==> config.mk <==
export PLATFORM = sky130hd
export DESIGN_NAME = ddr_rd_fifo
export DESIGN_NICKNAME = d
export VERILOG_FILES = /design/src/rtl/ddr_rd_fifo.sv
export SDC_FILE = /design/constraint.sdc
export NUM_CORES = 2
export LEC_CHECK = 0
export CAP_MARGIN = 40
export CELL_PAD_IN_SITES_DETAIL_PLACEMENT = 1
export CELL_PAD_IN_SITES_GLOBAL_PLACEMENT = 1
export CORE_UTILIZATION = 40
export DETAILED_ROUTE_END_ITERATION = 16
export PLACE_DENSITY_LB_ADDON = 0.1
export SYNTH_ARGS = -nofsm -noshare
export SYNTH_HDL_FRONTEND = slang
export SYNTH_MEMORY_MAX_BITS = 65536
export SYNTH_SLANG_ARGS = --single-unit
==> constraint.sdc <==
create_clock -name clk -period 17.2 [get_ports clk]
set_input_delay 1.72 -clock clk [delete_from_list [all_inputs] [get_ports clk]]
set_output_delay 1.72 -clock clk [all_outputs]
set_load 0.01 [all_outputs]
==> src/rtl/ddr_rd_fifo.sv <==
// ddr_rd_fifo: read address queue plus credit-reserved return data buffer.
// Define DDR_RD_ERR_CHECK_EN to build the sticky rd_err protocol checker.
module ddr_rd_fifo #(
  parameter int ADX_W      = 27,
  parameter int DATA_W     = 128,
  parameter int ADX_DEPTH  = 16,
  parameter int DATA_DEPTH = 32
) (
  input  logic              clk,
  input  logic              resetn,
  input  logic [ADX_W-1:0]  rd_adx_in,
  input  logic              read_req,
  output logic              read_allowed,
  output logic              reads_pending,
  output logic [DATA_W-1:0] rd_data_out,
  output logic              rd_data_valid,
  input  logic              rd_data_ready,
  input  logic              get_rd_adx,
  output logic [ADX_W-1:0]  rd_adx_out,
  output logic              has_rd_adx,
  input  logic [DATA_W-1:0] rd_data_in,
  input  logic              rd_data_in_valid,
  output logic              rd_err
);
  localparam int AP = $clog2(ADX_DEPTH);
  localparam int DP = $clog2(DATA_DEPTH);
  localparam logic [AP:0] AFULL = (AP+1)'(ADX_DEPTH);
  localparam logic [DP:0] DFULL = (DP+1)'(DATA_DEPTH);
  logic [ADX_W-1:0]  adx_mem  [ADX_DEPTH];
  logic [DATA_W-1:0] data_mem [DATA_DEPTH];
  logic [AP-1:0] adx_wp, adx_rp;
  logic [DP-1:0] data_wp, data_rp;
  logic [AP:0]   adx_cnt;
  logic [DP:0]   data_cnt, credits, inflight;
  logic          accept, pop, push, consume, violation;
  // Gated by resetn so the request window is closed while reset is held.
  assign read_allowed  = resetn && (adx_cnt < AFULL) && (credits < DFULL);
  assign has_rd_adx    = adx_cnt != '0;
  assign rd_data_valid = data_cnt != '0;
  assign rd_adx_out    = adx_mem[adx_rp];
  assign rd_data_out   = data_mem[data_rp];
  assign accept        = read_req && read_allowed;
  assign pop           = get_rd_adx && has_rd_adx;
  assign consume       = rd_data_ready && rd_data_valid;
  assign inflight      = credits - (DP+1)'(adx_cnt) - data_cnt;
  // Unsolicited or overflowing beats are never written.
  assign violation     = rd_data_in_valid && (inflight == '0 || data_cnt == DFULL);
  assign push          = rd_data_in_valid && !violation;
  always_ff @(posedge clk) begin
    if (accept) adx_mem[adx_wp] <= rd_adx_in;
    if (push) data_mem[data_wp] <= rd_data_in;
  end
  always_ff @(posedge clk or negedge resetn) begin
    if (!resetn) begin
      adx_wp        <= '0;
      adx_rp        <= '0;
      data_wp       <= '0;
      data_rp       <= '0;
      adx_cnt       <= '0;
      data_cnt      <= '0;
      credits       <= '0;
      reads_pending <= 1'b0;
    end else begin
      adx_wp        <= adx_wp + AP'(accept);
      adx_rp        <= adx_rp + AP'(pop);
      data_wp       <= data_wp + DP'(push);
      data_rp       <= data_rp + DP'(consume);
      adx_cnt       <= adx_cnt + (AP+1)'(accept) - (AP+1)'(pop);
      data_cnt      <= data_cnt + (DP+1)'(push) - (DP+1)'(consume);
      credits       <= credits + (DP+1)'(accept) - (DP+1)'(consume);
      reads_pending <= credits != '0;
    end
  end
`ifdef DDR_RD_ERR_CHECK_EN
  always_ff @(posedge clk or negedge resetn) begin
    if (!resetn) rd_err <= 1'b0;
    else if (violation) rd_err <= 1'b1;
  end
`else
  assign rd_err = 1'b0;
`endif
endmodule

==> metrics.csv <==
metric,value,unit
status,"complete, no violations",
route.antenna.remaining_nets,0,
io_pins,321,
vias,83800,
combPwrFrac,31.1,%
setup-tns-final,0,ps
grt_pass1_wl,690000,µm
postSynthAreaPerCell,22.6,µm²
fp-row-count,242,
clock-root-buffer,clkbuf_16,
finClkSkew,51.1,ps
syn_area,174000,µm²
start_util,40.2,%
max_slew_margin,14.5,%
synth_top_area_share,78.0,%
min_path_type,reg2reg,
dp_hpwl,253000,µm
grt_pass1_vias,88600,
critPathArrivalTime,6380,ps
setup-violations-final,0,
yosys_warnings,0,
worst_pin_slew,1280,ps
gp_congestion,0.720,
drt_pre_antenna_iters,5,
async_reset_ff_share,0.789,%
maxCapViolCount,0,
numCtsBuffers,483,
p_per_area,167,nW/µm²
synth_edf_count,4528,
synth_most_common_cell,edfxtp_1,
cp_data_required_time,15480,ps
end_kind,output port,
wl,496000,µm
area_growth_syn_to_layout,17.1,%
nNetsFinal,8693,
insertion_delay,1020,ps
drv_slew,0,
p_int,23.6,mW
synth-seq-cells,4564,
core-area,434000,µm²
synth_largest_area_cell,edfxtp_1,
timing_hold_violations_final,0,
crit_start,data_rp[0]$_DFF_PN0_,
synthCells,7725,
die_y,662,µm
start_kind,flop,
grt_setup_unrepaired,no,
drt-wirelength-per-cell,33.9,µm
vias_per_cell,5.72,
vdd_ir_drop_max,0.265,mV
drcViolationCount,0,
ys_seq_area_share,78.5,%
cts_resized,0,
max_freq,123,MHz
grt_max_degree,146,
ys_types,44,
cts_setup_buffers,0,
grt_overflow,0,
p_switching,10.6,mW
power.total,34.2,mW
critPathKind,reg2out,
p_seq_share,38.9,%
timing.rr.start,data_cnt[0]$_DFF_PN0_,
synthTopCellsByArea,"edfxtp_1 78%, mux4_2 12%, mux2i_1 4.1%",
cts_sinks,4564,
antenna_found_initial,60,
hold_buffers,0,
cts_tree,yes,
grt_usage,22.4,%
p_sw_share,31.1,%
leakage,65.6,nW
synth_common_cells,"4,528 x edfxtp_1, 919 x mux4_2, 719 x mux2i_1, 234 x a22oi_1, 196 x clkbuf_1",
finalCritPeriodShare,47.1,%
clockBufferDepth,4,
drive_gt1_share,23.3,%
portBuffers,319,
crit_path_max_fanout,121,
die-area,439000,µm²
cts_max_level,5,
syn_nets,7932,
clkPwrFrac,30.0,%
fin_crit,8100,ps
fp.dieW,662,µm
ys.flop_type,edfxtp_1,
min-delay-start,adx_cnt[0]$_DFF_PN0_,
drtIter0Drc,7467,
clk_pin_slew_worst_paths,60,ps
==> logic make-up after synthesis <==
logic type	Yosys count	synth area share [%]
DFF	4564	78.5
muxes	1665	16.2
AOI/OAI and AO/OA	677	2.81
buffers and inverters	470	1.27
and+or+nand+nor	274	0.766
adders and majority gates	46	0.364
xor gates and xnor gates	28	0.141
other	1	0.00215
==> cell type report <==
cell class / instances / area, µm²
flip-flops and latches: 4564 / 137000
inverters: 37 / 144
repair buffers: 709 / 8720
diodes: 16 / 40.0
multi-input cells: 2691 / 35800
clock buffers: 602 / 12700
fillers: 38700 / 230000
clock inverters: 290 / 2710
well taps: 5734 / 7170
==> stage by stage <==
step	setup WS [ps]	std cells	instance area [µm²]	hold slack [ps]	utilization [%]
after floorplan	336	7725	174000	473	-
after global placement	9370	13500	185000	495	42.6
after detailed placement	10110	13700	188000	500	43.3
after CTS	8990	14600	203000	514	46.8
after global routing	8730	14600	204000	554	47.0
final	9100	14600	204000	510	47.0
==> power groups by stage <==
stage | logic (mW) | registers (mW) | clock network, mW
2_1_floorplan | 6.47 | 13.5 | 0
3_3_place_gp | 10.4 | 13.5 | 0
3_5_place_dp | 10.8 | 13.5 | 0
4_1_cts | 10.8 | 13.3 | 10.5
5_1_grt | 11.3 | 13.4 | 10.9
6_report | 10.6 | 13.3 | 10.3
==> cells in the final DEF (no fill, tap or decap), types with 7 or more instances in the layout <==
cell type | synthesis | final
a21oi_1 | 90 | 90
a221oi_1 | 29 | 29
a22o_1 | 53 | 53
a22oi_1 | 234 | 234
a31oi_1 | 51 | 51
a32oi_1 | 30 | 30
and2_1 | 9 | 8
and3_1 | 55 | 54
buf_12 | 0 | 46
buf_16 | 0 | 59
buf_4 | 47 | 169
buf_8 | 0 | 111
bufinv_16 | 0 | 49
clkbuf_1 | 196 | 106
clkbuf_16 | 0 | 489
clkbuf_8 | 0 | 7
clkdlybuf4s50_1 | 0 | 318
clkinv_1 | 0 | 126
clkinv_2 | 0 | 86
clkinvlp_4 | 0 | 9
dfrtp_1 | 36 | 29
diode_2 | 0 | 16
edfxtp_1 | 4528 | 4528
fa_1 | 8 | 8
ha_1 | 38 | 38
inv_1 | 37 | 36
inv_6 | 0 | 12
mux2_2 | 27 | 27
mux2i_1 | 719 | 719
mux4_2 | 919 | 919
nand2_1 | 95 | 92
nand3_1 | 28 | 28
nor2_1 | 51 | 11
nor2_4 | 0 | 40
nor4b_2 | 0 | 8
o21a_1 | 45 | 45
o21ai_0 | 54 | 54
o221ai_1 | 81 | 81
xnor2_1 | 16 | 16
xor2_1 | 12 | 12
==> worst max-delay path, cell delays in order, from the launching register on <==
cell,delay [ps]
dfrtp_4,870
buf_4,470
buf_12,290
buf_12,530
buf_4,620
buf_4,480
buf_12,290
mux4_2,540
mux2i_1,180
o221ai_1,160
clkdlybuf4s50_1,520
==> per-layer routing <==
| layer | global-route usage, % | share of wire [%] | vias up |
|---|---|---|---|
| met1 | 30.9 | 43 | 46300 |
| met2 | 37.1 | 49 | 2270 |
| met3 | 3.53 | 5.1 | 695 |
| met4 | 6.08 | 2.7 | 36 |
| li1 | - | - | 34500 |
| met5 | 0 | 0.050 | - |
==> worst paths after layout <==
check | end | slack [ps] | cells past startpoint
worst max-delay path | rd_data_out[82] | 9100 | 10
worst min-delay path | adx_cnt[0]$_DFF_PN0_ | 510 | 1
worst max register to register | data_mem[9][45]$_DFFE_PP_ | 11200 | 16
worst min register to register | adx_cnt[0]$_DFF_PN0_ | 510 | 1
max in group asynchronous | data_rp[0]$_DFF_PN0_ | 15850 | 2
min in group asynchronous | reads_pending$_DFF_PN0_ | 830 | 2
==> registers in the layout, indices dropped and copies added (netlist names) <==
signal,flops
data_mem,4096
adx_mem,432
credits,6
data_cnt,6
adx_cnt,5
data_rp,5
data_wp,5
adx_rp,4
adx_wp,4
reads_pending,1
Power figures use the tool's default switching activity.
